## config.mk

```make
export PLATFORM = sky130hd
export DESIGN_NAME = osd_vram_wr_arb_flat
export DESIGN_NICKNAME = d
export VERILOG_FILES = /design/src/rtl/osd_pkg.sv /design/src/rtl/osd_vram_wr_arb_if.sv /design/src/rtl/osd_wr_fifo.sv /design/src/rtl/osd_vram_wr_arb.sv /design/src/flat_wrapper.sv
export SDC_FILE = /design/constraint.sdc
export NUM_CORES = 1
export LEC_CHECK = 0
export ABC_AREA = 1
export CAP_MARGIN = 20
export CORE_MARGIN = 1.5
export CORE_UTILIZATION = 55
export DETAILED_ROUTE_END_ITERATION = 12
export PLACE_DENSITY = 0.9
export SETUP_SLACK_MARGIN = 0.3
export SYNTH_ARGS = -nofsm -noshare
export SYNTH_HDL_FRONTEND = slang
export SYNTH_SLANG_ARGS = --single-unit
export TNS_END_PERCENT = 5
```

## constraint.sdc

```tcl
create_clock -name CK_i -period 2 [get_ports CK_i]
set_clock_uncertainty 0.05 [all_clocks]
set_input_delay 0.6 -clock CK_i [delete_from_list [all_inputs] [get_ports CK_i]]
set_output_delay 0.6 -clock CK_i [all_outputs]
set_load 0.005 [all_outputs]
```

## src/rtl/osd_pkg.sv

```systemverilog
// Shared definitions for the OSD VRAM write scheduler: fill FSM states,
// grant-source encoding and default widths.
package osd_pkg;

  localparam int unsigned C_DAT_W_DEF   = 8;
  localparam int unsigned C_ADR_W_DEF   = 10;
  localparam int unsigned C_FIFO_AW_DEF = 2;

  typedef enum logic [1:0] {
    ST_IDLE = 2'd0,
    ST_FILL = 2'd1,
    ST_DONE = 2'd2
  } fill_state_e;

  typedef enum logic {
    GNT_CPU  = 1'b0,
    GNT_FILL = 1'b1
  } gnt_e;

endpackage

```

## src/rtl/osd_vram_wr_arb_if.sv

```systemverilog
// Bus bundle between the CPU/fill sources, the write scheduler and the
// character generator's VRAM write port.
interface osd_vram_wr_arb_if
  import osd_pkg::*;
#(
  parameter int unsigned C_DAT_W = C_DAT_W_DEF,
  parameter int unsigned C_ADR_W = C_ADR_W_DEF
) ();

  logic [C_DAT_W-1:0] CPU_WDs_i;
  logic [C_ADR_W-1:0] CPU_WAs_i;
  logic               CPU_WE_i;
  logic               CPU_RDY_o;
  logic               FILL_REQ_i;
  logic [C_DAT_W-1:0] FILL_CODEs_i;
  logic               FILL_BUSY_o;
  logic               FILL_DONE_o;
  logic [C_DAT_W-1:0] VRAM_WDs_o;
  logic [C_ADR_W-1:0] VRAM_WAs_o;
  logic               VRAM_WE_o;

  modport slave (
    input  CPU_WDs_i, CPU_WAs_i, CPU_WE_i, FILL_REQ_i, FILL_CODEs_i,
    output CPU_RDY_o, FILL_BUSY_o, FILL_DONE_o,
           VRAM_WDs_o, VRAM_WAs_o, VRAM_WE_o
  );

  modport master (
    output CPU_WDs_i, CPU_WAs_i, CPU_WE_i, FILL_REQ_i, FILL_CODEs_i,
    input  CPU_RDY_o, FILL_BUSY_o, FILL_DONE_o,
           VRAM_WDs_o, VRAM_WAs_o, VRAM_WE_o
  );

endinterface

```

## src/rtl/osd_wr_fifo.sv

```systemverilog
// Small synchronous FIFO buffering CPU writes ({addr, data}) until a VRAM
// write slot is granted. Full/empty are derived from an occupancy counter.
module osd_wr_fifo #(
  parameter int unsigned C_FIFO_AW = 2,
  parameter int unsigned C_W       = 18
) (
  input  logic           CK_i,
  input  logic           R_i,
  input  logic           push,
  input  logic [C_W-1:0] push_data,
  input  logic           pop,
  output logic [C_W-1:0] pop_data,
  output logic           full,
  output logic           empty
);

  localparam int unsigned    DEPTH_I = 1 << C_FIFO_AW;
  localparam logic [C_FIFO_AW:0] DEPTH = (C_FIFO_AW+1)'(DEPTH_I);

  logic [C_W-1:0]       mem [DEPTH_I];
  logic [C_FIFO_AW-1:0] wr_ptr;
  logic [C_FIFO_AW-1:0] rd_ptr;
  logic [C_FIFO_AW:0]   count;
  logic                 do_push;
  logic                 do_pop;

  assign full     = (count == DEPTH);
  assign empty    = (count == '0);
  assign do_push  = push & ~full;
  assign do_pop   = pop & ~empty;
  assign pop_data = mem[rd_ptr];

  // NOTE: sequential state uses non-blocking (<=) so every register samples
  // pre-edge values regardless of process evaluation order.
  always_ff @(posedge CK_i) begin
    if (R_i) begin
      wr_ptr <= '0;
      rd_ptr <= '0;
      count  <= '0;
    end else begin
      if (do_push) wr_ptr <= wr_ptr + 1'b1;
      if (do_pop)  rd_ptr <= rd_ptr + 1'b1;
      case ({do_push, do_pop})
        2'b10:   count <= count + 1'b1;
        2'b01:   count <= count - 1'b1;
        default: count <= count;
      endcase
    end
  end

  // NOTE: storage is deliberately not reset; the pointers and count define
  // which entries are valid, and an unreset array maps onto plain RAM/regs.
  always_ff @(posedge CK_i) begin
    if (do_push) mem[wr_ptr] <= push_data;
  end

endmodule

```

## src/rtl/osd_vram_wr_arb.sv

```systemverilog
// OSD VRAM single-write-port scheduler: CPU FIFO plus screen-fill engine
// sharing one slot per CK_EE_i. Fill is compiled in only with OSD_VRAM_FILL_EN.
module osd_vram_wr_arb
  import osd_pkg::*;
#(
  parameter int unsigned C_DAT_W   = C_DAT_W_DEF,
  parameter int unsigned C_ADR_W   = C_ADR_W_DEF,
  parameter int unsigned C_FIFO_AW = C_FIFO_AW_DEF
) (
  input  logic                CK_i,
  input  logic                R_i,
  input  logic                CK_EE_i,
  osd_vram_wr_arb_if.slave    bus
);

  localparam int unsigned C_FW = C_DAT_W + C_ADR_W;

  logic [C_FW-1:0]    fifo_din;
  logic [C_FW-1:0]    fifo_dout;
  logic               fifo_full;
  logic               fifo_empty;
  logic               fifo_pop;

  logic               gnt_valid;
  gnt_e               gnt_src;
  logic [C_DAT_W-1:0] fill_wd;
  logic [C_ADR_W-1:0] fill_wa;

  logic [C_DAT_W-1:0] vram_wd_q;
  logic [C_ADR_W-1:0] vram_wa_q;
  logic               vram_we_q;

  assign fifo_din      = {bus.CPU_WAs_i, bus.CPU_WDs_i};
  assign bus.CPU_RDY_o = ~fifo_full;
  assign fifo_pop      = gnt_valid && (gnt_src == GNT_CPU);

  osd_wr_fifo #(
    .C_FIFO_AW (C_FIFO_AW),
    .C_W       (C_FW)
  ) u_fifo (
    .CK_i      (CK_i),
    .R_i       (R_i),
    .push      (bus.CPU_WE_i),
    .push_data (fifo_din),
    .pop       (fifo_pop),
    .pop_data  (fifo_dout),
    .full      (fifo_full),
    .empty     (fifo_empty)
  );

`ifdef OSD_VRAM_FILL_EN

  fill_state_e        state_q, state_d;
  logic [C_ADR_W:0]   cnt_q, cnt_d;
  logic [C_DAT_W-1:0] code_q, code_d;
  gnt_e               last_q, last_d;

  always_ff @(posedge CK_i) begin
    if (R_i) begin
      state_q <= ST_IDLE;
      cnt_q   <= '0;
      code_q  <= '0;
      last_q  <= GNT_FILL;
    end else begin
      state_q <= state_d;
      cnt_q   <= cnt_d;
      code_q  <= code_d;
      last_q  <= last_d;
    end
  end

  // NOTE: every variable gets a default first so no path through this block
  // leaves a value unassigned, which would otherwise infer a latch.
  always_comb begin
    state_d   = state_q;
    cnt_d     = cnt_q;
    code_d    = code_q;
    last_d    = last_q;
    gnt_valid = 1'b0;
    gnt_src   = GNT_CPU;

    if (CK_EE_i) begin
      unique case ({~fifo_empty, state_q == ST_FILL})
        2'b10: begin
          gnt_valid = 1'b1;
          gnt_src   = GNT_CPU;
        end
        2'b01: begin
          gnt_valid = 1'b1;
          gnt_src   = GNT_FILL;
        end
        2'b11: begin
          // Round-robin memory only moves on contested slots.
          gnt_valid = 1'b1;
          gnt_src   = (last_q == GNT_FILL) ? GNT_CPU : GNT_FILL;
          last_d    = gnt_src;
        end
        default: ;
      endcase
    end

    case (state_q)
      ST_IDLE: begin
        if (bus.FILL_REQ_i) begin
          state_d = ST_FILL;
          code_d  = bus.FILL_CODEs_i;
          cnt_d   = '0;
        end
      end
      ST_FILL: begin
        if (gnt_valid && (gnt_src == GNT_FILL)) begin
          cnt_d = cnt_q + (C_ADR_W+1)'(1);
          // MSB set means the last cell has just been issued.
          if (cnt_d[C_ADR_W]) state_d = ST_DONE;
        end
      end
      ST_DONE: state_d = ST_IDLE;
      default: state_d = ST_IDLE;
    endcase
  end

  assign fill_wd         = code_q;
  assign fill_wa         = cnt_q[C_ADR_W-1:0];
  assign bus.FILL_BUSY_o = (state_q == ST_FILL);
  assign bus.FILL_DONE_o = (state_q == ST_DONE);

`else

  // Without the fill engine the FIFO owns every slot.
  logic unused_fill;
  assign unused_fill     = ^{bus.FILL_REQ_i, bus.FILL_CODEs_i};
  assign gnt_valid       = CK_EE_i & ~fifo_empty;
  assign gnt_src         = GNT_CPU;
  assign fill_wd         = '0;
  assign fill_wa         = '0;
  assign bus.FILL_BUSY_o = 1'b0;
  assign bus.FILL_DONE_o = 1'b0;

`endif

  // Output register holds each slot's write for the full CK_EE_i period.
  always_ff @(posedge CK_i) begin
    if (R_i) begin
      vram_wd_q <= '0;
      vram_wa_q <= '0;
      vram_we_q <= 1'b0;
    end else if (CK_EE_i) begin
      vram_we_q <= gnt_valid;
      if (gnt_valid) begin
        if (gnt_src == GNT_CPU) begin
          vram_wa_q <= fifo_dout[C_FW-1:C_DAT_W];
          vram_wd_q <= fifo_dout[C_DAT_W-1:0];
        end else begin
          vram_wa_q <= fill_wa;
          vram_wd_q <= fill_wd;
        end
      end
    end
  end

  assign bus.VRAM_WDs_o = vram_wd_q;
  assign bus.VRAM_WAs_o = vram_wa_q;
  assign bus.VRAM_WE_o  = vram_we_q;

endmodule

```

## src/flat_wrapper.sv

```systemverilog
// flat-port wrapper written by rule: the top's interface ports become plain ports
module osd_vram_wr_arb_flat import osd_pkg::*;
#(
  parameter int unsigned C_DAT_W   = C_DAT_W_DEF,
  parameter int unsigned C_ADR_W   = C_ADR_W_DEF,
  parameter int unsigned C_FIFO_AW = C_FIFO_AW_DEF
)
  (CK_i, R_i, CK_EE_i, bus_CPU_WDs_i, bus_CPU_WAs_i, bus_CPU_WE_i, bus_FILL_REQ_i, bus_FILL_CODEs_i, bus_CPU_RDY_o, bus_FILL_BUSY_o, bus_FILL_DONE_o, bus_VRAM_WDs_o, bus_VRAM_WAs_o, bus_VRAM_WE_o);
  osd_vram_wr_arb_if #(.C_DAT_W(C_DAT_W), .C_ADR_W(C_ADR_W)) bus_i ();
  input  logic CK_i;
  input  logic R_i;
  input  logic CK_EE_i;
  input wire logic [$bits(bus_i.CPU_WDs_i)-1:0] bus_CPU_WDs_i;
  input wire logic [$bits(bus_i.CPU_WAs_i)-1:0] bus_CPU_WAs_i;
  input wire logic [$bits(bus_i.CPU_WE_i)-1:0] bus_CPU_WE_i;
  input wire logic [$bits(bus_i.FILL_REQ_i)-1:0] bus_FILL_REQ_i;
  input wire logic [$bits(bus_i.FILL_CODEs_i)-1:0] bus_FILL_CODEs_i;
  output wire logic [$bits(bus_i.CPU_RDY_o)-1:0] bus_CPU_RDY_o;
  output wire logic [$bits(bus_i.FILL_BUSY_o)-1:0] bus_FILL_BUSY_o;
  output wire logic [$bits(bus_i.FILL_DONE_o)-1:0] bus_FILL_DONE_o;
  output wire logic [$bits(bus_i.VRAM_WDs_o)-1:0] bus_VRAM_WDs_o;
  output wire logic [$bits(bus_i.VRAM_WAs_o)-1:0] bus_VRAM_WAs_o;
  output wire logic [$bits(bus_i.VRAM_WE_o)-1:0] bus_VRAM_WE_o;
  assign bus_i.CPU_WDs_i = bus_CPU_WDs_i;
  assign bus_i.CPU_WAs_i = bus_CPU_WAs_i;
  assign bus_i.CPU_WE_i = bus_CPU_WE_i;
  assign bus_i.FILL_REQ_i = bus_FILL_REQ_i;
  assign bus_i.FILL_CODEs_i = bus_FILL_CODEs_i;
  assign bus_CPU_RDY_o = bus_i.CPU_RDY_o;
  assign bus_FILL_BUSY_o = bus_i.FILL_BUSY_o;
  assign bus_FILL_DONE_o = bus_i.FILL_DONE_o;
  assign bus_VRAM_WDs_o = bus_i.VRAM_WDs_o;
  assign bus_VRAM_WAs_o = bus_i.VRAM_WAs_o;
  assign bus_VRAM_WE_o = bus_i.VRAM_WE_o;
  osd_vram_wr_arb #(.C_DAT_W(C_DAT_W), .C_ADR_W(C_ADR_W), .C_FIFO_AW(C_FIFO_AW)) u_core (.CK_i(CK_i), .R_i(R_i), .CK_EE_i(CK_EE_i), .bus(bus_i));
endmodule
```

==> flow_summary.json, run 1 <==
{
  "mostFrequentLayoutCell": "nand2_1",
  "port_buffers": 41,
  "path_max_fanout": 2,
  "hold_buffers": 0,
  "synthCells": 466,
  "cp_slowest_stage_delay_ns": 0.54,
  "rsz0062_at_grt": "yes",
  "clk_path_buf_depth": 2,
  "intPower_mw": 3.72,
  "gr-usage-met2": 0.380,
  "cpLargestDelayFamily": "buffers and inverters",
  "coreArea_sq_um": 7370,
  "seq_power_share": 0.475,
  "status": "finished clean",
  "first_global_vias": 2938,
  "die-height_um": 90.9,
  "cts_sinks": 98,
  "antenna_found_initial": 0,
  "clk_pin_slew_ns": 0.09,
  "tightest_slew_ns": 0.631,
  "relSlewSlack": 0.579,
  "setup_viol": 0,
  "crit_chain": "clkdlybuf4s50_1",
  "diodes": 0,
  "netlist_area_sq_um": 4250,
  "tritoncts": "yes",
  "worstHoldPathType": "reg2reg",
  "cp_data_arrival_time_ns": 1.24,
  "synth_seq_cells": 98,
  "layout_common_cells": "139 x nand2_1, 72 x edfxtp_1, 58 x inv_1",
  "setup_tns_ns": 0,
  "die_w_um": 90.9,
  "avgSynthCellArea_sq_um": 9.12,
  "cts_root_buf": "clkbuf_8",
  "ys_types": 21,
  "grt_use_met3": 0.0471,
  "synthTopCellsByArea": "edfxtp_1 51%, nand2_1 12%, dfxtp_1 12%",
  "endpoint_kind": "output pin",
  "min_period_over_period": 0.943,
  "p_sw_mw": 1.86,
  "wl_per_cell_um": 13.6,
  "vias": 3061,
  "regToRegEndpoint": "u_core.u_fifo.count[1]",
  "dpl.hpwl_um": 4880,
  "finalNetCount": 551,
  "start_util": 0.577,
  "busiest_layer": "met2",
  "dr.pass1.iters": 5,
  "crit_cells": 1,
  "required_ns": 1.35,
  "cap_violations": 0,
  "synth_top_area_frac": 0.509,
  "grt_use_met1": 0.239,
  "grt_pass1_wl_um": 13400,
  "comb_power_share": 0.321,
  "gp_congestion": 0.692,
  "pin_count": 53,
  "reg2reg_depth": 8,
  "swShare": 0.334,
  "drive_gt1_frac": 0.177,
  "hold_viol_final": 0,
  "yosysSeqAreaShare": 0.631,
  "design_area_sq_um": 5040,
  "via_per_inst": 4.95,
  "grt_max_degree": 40,
  "grt_use_total": 0.211,
  "max_freq_mhz": 530,
  "insertion_delay_ns": 0.35,
  "drt_iter0_markers": 233,
  "power_density_nw_per_um2": 1110,
  "fin_crit_ns": 1.89,
  "hold_path_depth": 2,
  "drtAntennaViolNets": 0,
  "routed_wl_um": 8400,
  "r2r-start": "u_core.u_fifo.count[1]",
  "critical_path_class": "reg2out",
  "power.share.clock": 0.204,
  "dieArea_sq_um": 8260,
  "vdd_ir_drop_max_mv": 0.448,
  "row_count": 31,
  "drc_errors": 0,
  "syn2layout_area_growth_pct": 18.6,
  "worst_setup_path_start_kind": "flop",
  "regToRegSetupSlack_ns": 0.23,
  "drv_slew": 0,
  "htree_num_levels": 3,
  "power_leakage_nw": 2.32,
  "dpl_cell_area_sq_um": 4810,
  "synth_largest_area_cell": "edfxtp_1",
  "holdPathEnd": "u_core.bus.VRAM_WE_o",
  "overflow": 0,
  "hp-start": "u_core.bus.VRAM_WE_o",
  "critPathBufInv": 1,
  "crit_path_top_delay_cell": "clkdlybuf4s50_1",
  "cts_made_buffers": 9,
  "yosys_warnings": 0
}
how the worst max path moves through the flow:
| stage | startpoint | endpoint | slack [ns] |
|---|---|---|---|
| 2_1_floorplan | bus_CPU_WE_i | u_core.u_fifo.mem[0][0] | 0.08 |
| 3_3_place_gp | CK_EE_i | u_core.u_fifo.count[2] | -0.27 |
| 3_5_place_dp | CK_EE_i | u_core.u_fifo.count[2] | -0.36 |
| 4_1_cts | u_core.bus.VRAM_WDs_o[4] | bus_VRAM_WDs_o[4] | 0.10 |
| 5_1_grt | u_core.bus.VRAM_WDs_o[4] | bus_VRAM_WDs_o[4] | 0.09 |
| 6_report | u_core.bus.VRAM_WDs_o[4] | bus_VRAM_WDs_o[4] | 0.11 |
power groups by stage:
| stage | clock network [mW] | registers [mW] | logic (mW) |
|---|---|---|---|
| 6_report | 1.14 | 2.65 | 1.79 |
| 5_1_grt | 1.25 | 2.67 | 2.01 |
| 4_1_cts | 1.16 | 2.64 | 1.78 |
| 3_5_place_dp | 0 | 2.68 | 1.72 |
| 3_3_place_gp | 0 | 2.67 | 1.63 |
| 2_1_floorplan | 0 | 2.68 | 1.12 |
sequential cells by signal, summed over array words and instances, names as in the netlist:
| name | count |
|---|---|
| u_core.bus.VRAM_WAs_o | 10 |
| u_core.u_fifo.wr_ptr | 2 |
| u_core.u_fifo.mem | 72 |
| u_core.bus.VRAM_WE_o | 1 |
| u_core.bus.VRAM_WDs_o | 8 |
| u_core.u_fifo.count | 3 |
| u_core.u_fifo.rd_ptr | 2 |
routing by layer:
metal,part of all wire,up-vias,routed length [um]
met5,0,-,0
met4,0.017,0,142
met3,0.064,17,538
met2,0.53,118,4420
met1,0.39,1426,3290
li1,-,1500,-
repair_timing:
action                                  CTS  global route
gates resized for setup                  12             9
setup buffers                             2             0
endpoints found under the setup margin   85            74
pin swaps                                 2             0
hold endpoints to repair                  0             0
final cells by class:
type	count	area, sq um
clock buffers	10	138
clock inverters	6	42.5
fillers	521	2330
inverters	107	403
multi-input cells	243	1060
flip-flops and latches	98	2690
well taps	99	124
repair buffers	55	579
cells by family (layout without fill, tap and decap cells):
| group | Yosys count | after routing | synth area share |
|---|---|---|---|
| AO/OA/AOI/OAI | 9 | 9 | 0.0106 |
| adder cells (fa/ha/maj) | 6 | 6 | 0.0194 |
| buffers and inverters | 126 | 178 | 0.125 |
| flip-flops | 98 | 98 | 0.631 |
| other | 1 | 2 | 0.000882 |
| AND/OR/NAND/NOR | 226 | 226 | 0.213 |
worst min-delay path, delay by kind of cell (launching register included):
family          cells  cell delay [ns]
flops               1             0.32
simple gates        1             0.06
compound gates      1             0.06
Yosys cell counts:
| master | count |
|---|---|
| ha_1 | 5 |
| clkbuf_1 | 1 |
| dfxtp_1 | 26 |
| nor2_2 | 1 |
| fa_1 | 1 |
| nand2_2 | 1 |
| buf_6 | 4 |
| inv_2 | 48 |
| a21oi_1 | 6 |
| nand2_1 | 140 |
| nor2_1 | 44 |
| conb_1 | 1 |
| edfxtp_1 | 72 |
| buf_1 | 1 |
| clkinv_2 | 1 |
| buf_4 | 5 |
| inv_1 | 58 |
| nand3_1 | 40 |
| buf_2 | 8 |
| o21ai_1 | 2 |
| o21ai_0 | 1 |
per-stage QoR:
stage | utilization | cells | worst slack [ns] | power, mW | hold slack (ns)
4_1_cts | 0.682 | 618 | 0.105 | 5.58 | 0.444
2_1_floorplan | - | 467 | 0.0809 | 3.80 | 0.404
5_1_grt | 0.684 | 618 | 0.0936 | 5.93 | 0.468
3_3_place_gp | 0.653 | 600 | -0.270 | 4.29 | 0.404
3_5_place_dp | 0.653 | 600 | -0.358 | 4.39 | 0.430
6_report | 0.684 | 618 | 0.114 | 5.58 | 0.437
No activity file was read; power rests on OpenSTA's default activity.
==> run 2, diff against run 1 <==
--- a/config.mk
+++ b/config.mk
@@ -6,10 +6,11 @@
 export NUM_CORES = 1
 export LEC_CHECK = 0
 export ABC_AREA = 1
-export CAP_MARGIN = 20
+export CAP_MARGIN = 15
 export CORE_MARGIN = 1.5
 export CORE_UTILIZATION = 55
 export DETAILED_ROUTE_END_ITERATION = 12
+export GPL_TIMING_DRIVEN = 1
 export PLACE_DENSITY = 0.9
 export SETUP_SLACK_MARGIN = 0.3
 export SYNTH_ARGS = -nofsm -noshare
==> results of run 2 <==
Same layout as run 1: the final DEF is identical, and so are final timing and power.
==> RTL edit 1: new RTL, settings of run 1 <==
Set the package constant `C_DAT_W_DEF` to 12 (it was 8).
--- a/src/rtl/osd_pkg.sv
+++ b/src/rtl/osd_pkg.sv
@@ -3,5 +3,5 @@
 package osd_pkg;
 
-  localparam int unsigned C_DAT_W_DEF   = 8;
+  localparam int unsigned C_DAT_W_DEF   = 12;
   localparam int unsigned C_ADR_W_DEF   = 10;
   localparam int unsigned C_FIFO_AW_DEF = 2;
Interface: changed (resized bus_CPU_WDs_i, bus_FILL_CODEs_i and bus_VRAM_WDs_o); port bits go from 53 to 65. The function was not compared with the original's and may differ.
==> RTL edit 1 against run 1 <==
  * Clock power grew to 2.6 times the old value
  * Total power grew 49%
  * Critical path depth is 9 higher
  * Global-route usage rose by 3.8 points
  * Maximum frequency grew 2.2%
  * Sequential cell count up 20
  * Die area up 21%
  * Design area increased by 28%
  * Setup slack better by 0.041 ns
  * Largest cell class unchanged
  * Area after synthesis rose by 22%
  * Wire length is 38% higher
  * Via count increased by 26%
==> RTL edit 1: results (changes against run 1) <==
Finish
  – Non-clock buffers: 73 (was 55)
  – Ratio of cells with drive above 1 in the final layout: 0.146 (was 0.177)
  – Register area: 3250 um^2 (was 2690 um^2)
  – Invs w/o clock: 127 (was 107)
  – Multi-input gate count: 287 (was 243)
  – Final clock-cell share: 0.0904 (was 0.0357)
  – Signal buf overhead: 0.107 (was 0.115)
  – Number of sequential cells: 118 (was 98)

Die
  – Die W: 99.9 um (was 90.9 um)

Run status
  – Outcome: finished clean (unchanged)

CTS
  – Skew-Pair Late Insertion Delay: 0.52 ns (was 0.35 ns)
  – Resize count post-CTS: 32 (was 12)
  – H-tree depth: 4 (was 3)
  – Worst-path clk slew: 0.06 ns (was 0.09 ns)
  – Total setup buffers inserted after CTS: 4 (was 2)

Global route
  – Vias in the first global route: 3945 (was 2938)
  – First-pass GRT wire length: 18700 um (was 13400 um)

Placement
  – Final GP Congestion: 0.770 (was 0.692)
  – Worst slack at placement: -0.342 ns (was -0.358 ns)
  – Area after DPL: 5850 um^2 (was 4810 um^2)
  – HPWL after DPL: 6530 um (was 4880 um)
  – Post-Place Cells: 712 (was 600)
  – Port bufs: 49 (was 41)

Logic synthesis
  – Unique masters post-synth: 22 (was 21)
  – Post-synth EDFFs: 88 (was 72)
  – Largest cells by area after synthesis: edfxtp_1, nand2_1, dfxtp_1 (unchanged)
  – Syn avg cell area: 9.32 um^2 (was 9.12 um^2)
  – Post-synth top cells: nand2_1, inv_1, edfxtp_1 (was nand2_1, edfxtp_1, inv_1)

Power
  – Max VDD drop: 0.584 mV (was 0.448 mV)

Critical path
  – CP Launch Type: input port (was flop)

Timing
  – Slew headroom: 0.620 (was 0.579)

Routing
  – Vias per inst: 5.16 (was 4.95)
  – Routed WL: 11600 um (was 8400 um)
  – Drt initial violations: 235 (was 233)
-- RTL edit 1: changes by cell type after synthesis, sizes merged --
cell	run 1	this run
nand2	141	169
nand3	40	48
nor2	45	53
dfxtp	26	30
inv	106	126
buf	18	22
edfxtp	72	88
-- RTL edit 1: worst paths after layout --
| kind | startpoint | endpoint | slack (ns) | cells after the start |
|---|---|---|---|---|
| worst max register to register | u_core.u_fifo.count[1]$_SDFFE_PP0P_ | u_core.u_fifo.count[2]$_SDFFE_PP0P_ | 0.21 | 12 |
| worst max-delay path | CK_EE_i | u_core.u_fifo.count[2]$_SDFFE_PP0P_ | 0.15 | 10 |
| worst min-delay path | u_core.bus.VRAM_WE_o$_SDFFE_PP0P_ | u_core.bus.VRAM_WE_o$_SDFFE_PP0P_ | 0.41 | 2 |
| worst min register to register | u_core.bus.VRAM_WE_o$_SDFFE_PP0P_ | u_core.bus.VRAM_WE_o$_SDFFE_PP0P_ | 0.41 | 2 |
-- RTL edit 1: report_power, final --
part	total (mW)	leakage, nW	switching, mW	internal (mW)
sequential	3.15	1.06	0.149	3.00
clock	2.94	0.272	1.15	1.79
combinational	2.23	1.68	1.38	0.848
total	8.32	3.01	2.68	5.64
-- RTL edit 1: metal layers --
| metal | vias up | GRT usage | wire [um] |
|---|---|---|---|
| met5 | - | 0 | 0 |
| met4 | 0 | 0.147 | 336 |
| met3 | 42 | 0.0613 | 925 |
| met2 | 211 | 0.417 | 6020 |
| met1 | 1789 | 0.293 | 4320 |
| li1 | 1819 | - | - |
-- RTL edit 1: kinds of logic after synthesis --
kind of cell             synth area share
AND/OR/NAND/NOR                     0.220
buffers and inverters               0.127
flip-flops                          0.628
AO/OA/AOI/OAI                     0.00872
adder cells (fa/ha/maj)            0.0160
other                            0.000726
==> RTL edit 2: new RTL, flow settings as in run 1 <==
Made on the original files. The option `OSD_VRAM_FILL_EN` is turned on by a define.
--- a/src/rtl/osd_vram_wr_arb.sv
+++ b/src/rtl/osd_vram_wr_arb.sv
@@ -1,4 +1,6 @@
 // OSD VRAM single-write-port scheduler: CPU FIFO plus screen-fill engine
 // sharing one slot per CK_EE_i. Fill is compiled in only with OSD_VRAM_FILL_EN.
+`define OSD_VRAM_FILL_EN
+
 module osd_vram_wr_arb
   import osd_pkg::*;
Behaviour: not the same (Yosys sat finds a counterexample within 4 cycles, from zero or initial values).
==> RTL edit 2 against run 1 <==
  * Utilization up 6.0 points
  * Setup slack got worse by 0.054 ns
  * Area after synthesis grew 17%
  * Critical path depth rose by 12
  * Sequential cell count is 24 higher
  * Design area grew 29%
  * Clock power is 150% higher
  * Wire length rose by 49%
  * Total power grew 45%
  * Hold slack better by 0.0035 ns
  * Largest cell class unchanged
==> RTL edit 2: results (changes against run 1) <==
Run status
  – Outcome: finished clean (unchanged)

Hold path
  – Worst hold path endpoint: u_core.code_q[3]$_SDFFE_PP0P_ (was u_core.bus.VRAM_WE_o$_SDFFE_PP0P_)
  – Hold depth: 2 (unchanged)
  – Hold wc startpoint: u_core.code_q[3]$_SDFFE_PP0P_ (was u_core.bus.VRAM_WE_o$_SDFFE_PP0P_)

Finish
  – Ratio of cells with drive above 1 in the final layout: 0.172 (was 0.177)
  – Nets: 628 (was 551)
  – Number of flip-flops in the largest register: 72 (unchanged)

Placement
  – HPWL after DPL: 7390 um (was 4880 um)
  – Final GP Congestion: 0.851 (was 0.692)
  – Post-Place Cells: 671 (was 600)
  – Port bufs: 52 (was 41)
  – Area after DPL: 5860 um^2 (was 4810 um^2)
  – Worst slack at placement: -0.611 ns (was -0.358 ns)

Critical path
  – Top delay family on crit path: adder cells (was buffers and inverters)
  – Critical Path Start: u_core.state_q[0]$_SDFFE_PP0P_ (was u_core.bus.VRAM_WDs_o[4]$_SDFFE_PP0P_)
  – FF-to-FF path depth: 13 (was 8)
  – R2r endpoint: u_core.u_fifo.count[2]$_SDFFE_PP0P_ (was u_core.u_fifo.count[1]$_SDFFE_PP0P_)
  – CP Capture Type: flop (was output port)
  – Worst stage delay on the critical path: 0.35 ns (was 0.54 ns)
  – CP arrival: 2.29 ns (was 1.24 ns)

Logic synthesis
  – Largest cells by area after synthesis: edfxtp_1, dfxtp_1, nand2_1 (was edfxtp_1, nand2_1, dfxtp_1)
  – Syn avg cell area: 9.88 um^2 (was 9.12 um^2)
  – Unique masters post-synth: 30 (was 21)
  – Compound-Gate Fraction of Synth Area: 0.0848 (was 0.0106)
  – Register area share after synthesis: 0.638 (was 0.631)
  – Post-Synth XOR/XNOR Area: 0.00177 (was 0)
  – Post-synth top cells: nand2_1, edfxtp_1, nand3_1 (was nand2_1, edfxtp_1, inv_1)
  – Mux cell area share after synthesis: 0 (unchanged)

CTS
  – Num CTS Buffers: 17 (was 9)
  – Total setup buffers inserted after CTS: 5 (was 2)
  – H-tree depth: 4 (was 3)
  – Worst-path clk slew: 0.06 ns (was 0.09 ns)
  – Skew-Pair Late Insertion Delay: 0.51 ns (was 0.35 ns)

Global route
  – Largest net degree at the start of global routing: 33 (was 40)
  – First-pass GRT wire length: 19800 um (was 13400 um)

Power
  – Logic power comb: 2.07 mW (was 1.79 mW)
  – Internal Pwr Total: 5.66 mW (was 3.72 mW)
  – Max VDD drop: 0.718 mV (was 0.448 mV)
  – LEAKAGE: 2.55 nW (was 2.32 nW)
  – Sequential power: 3.19 mW (was 2.65 mW)

Routing
  – Routed WL: 12500 um (was 8400 um)
  – Drt pass-1 iters: 7 (was 5)

Timing
  – WHS: 0.440 ns (was 0.437 ns)
  – Worst setup margin: 0.0598 ns (was 0.114 ns)
  – Worst-Margin Slew: 0.442 ns (was 0.631 ns)
==> RTL edit 2: cell count changes in the layout (fill, tap and decap cells not counted), sizes merged, moves of 5 or more <==
| cell | delta |
|---|---|
| inv | -77 |
| o21ai | +37 |
| buf | +26 |
| dfxtp | +24 |
| nand3 | +22 |
| nand2 | -18 |
| dlygate4sd2 | +16 |
| a31oi | +15 |
| a21oi | +13 |
| clkbuf | +9 |
| nor2 | +5 |
==> RTL edit 2: layout make-up <==
class / count / area, um^2
sequential: 122 / 3180
timing repair buffer: 92 / 893
fill: 541 / 2230
tap: 108 / 135
inverter: 29 / 109
clock inverter: 14 / 130
multi-input combinational: 328 / 1630
clock buffer: 18 / 418
==> RTL edit 2: layer usage <==
metal  up-vias  wire (um)  track usage
met5         -          0            0
met4         0        513        0.149
met3        55        920       0.0573
met2       239       6460        0.468
met1      1938       4580        0.309
li1       1894          -            -
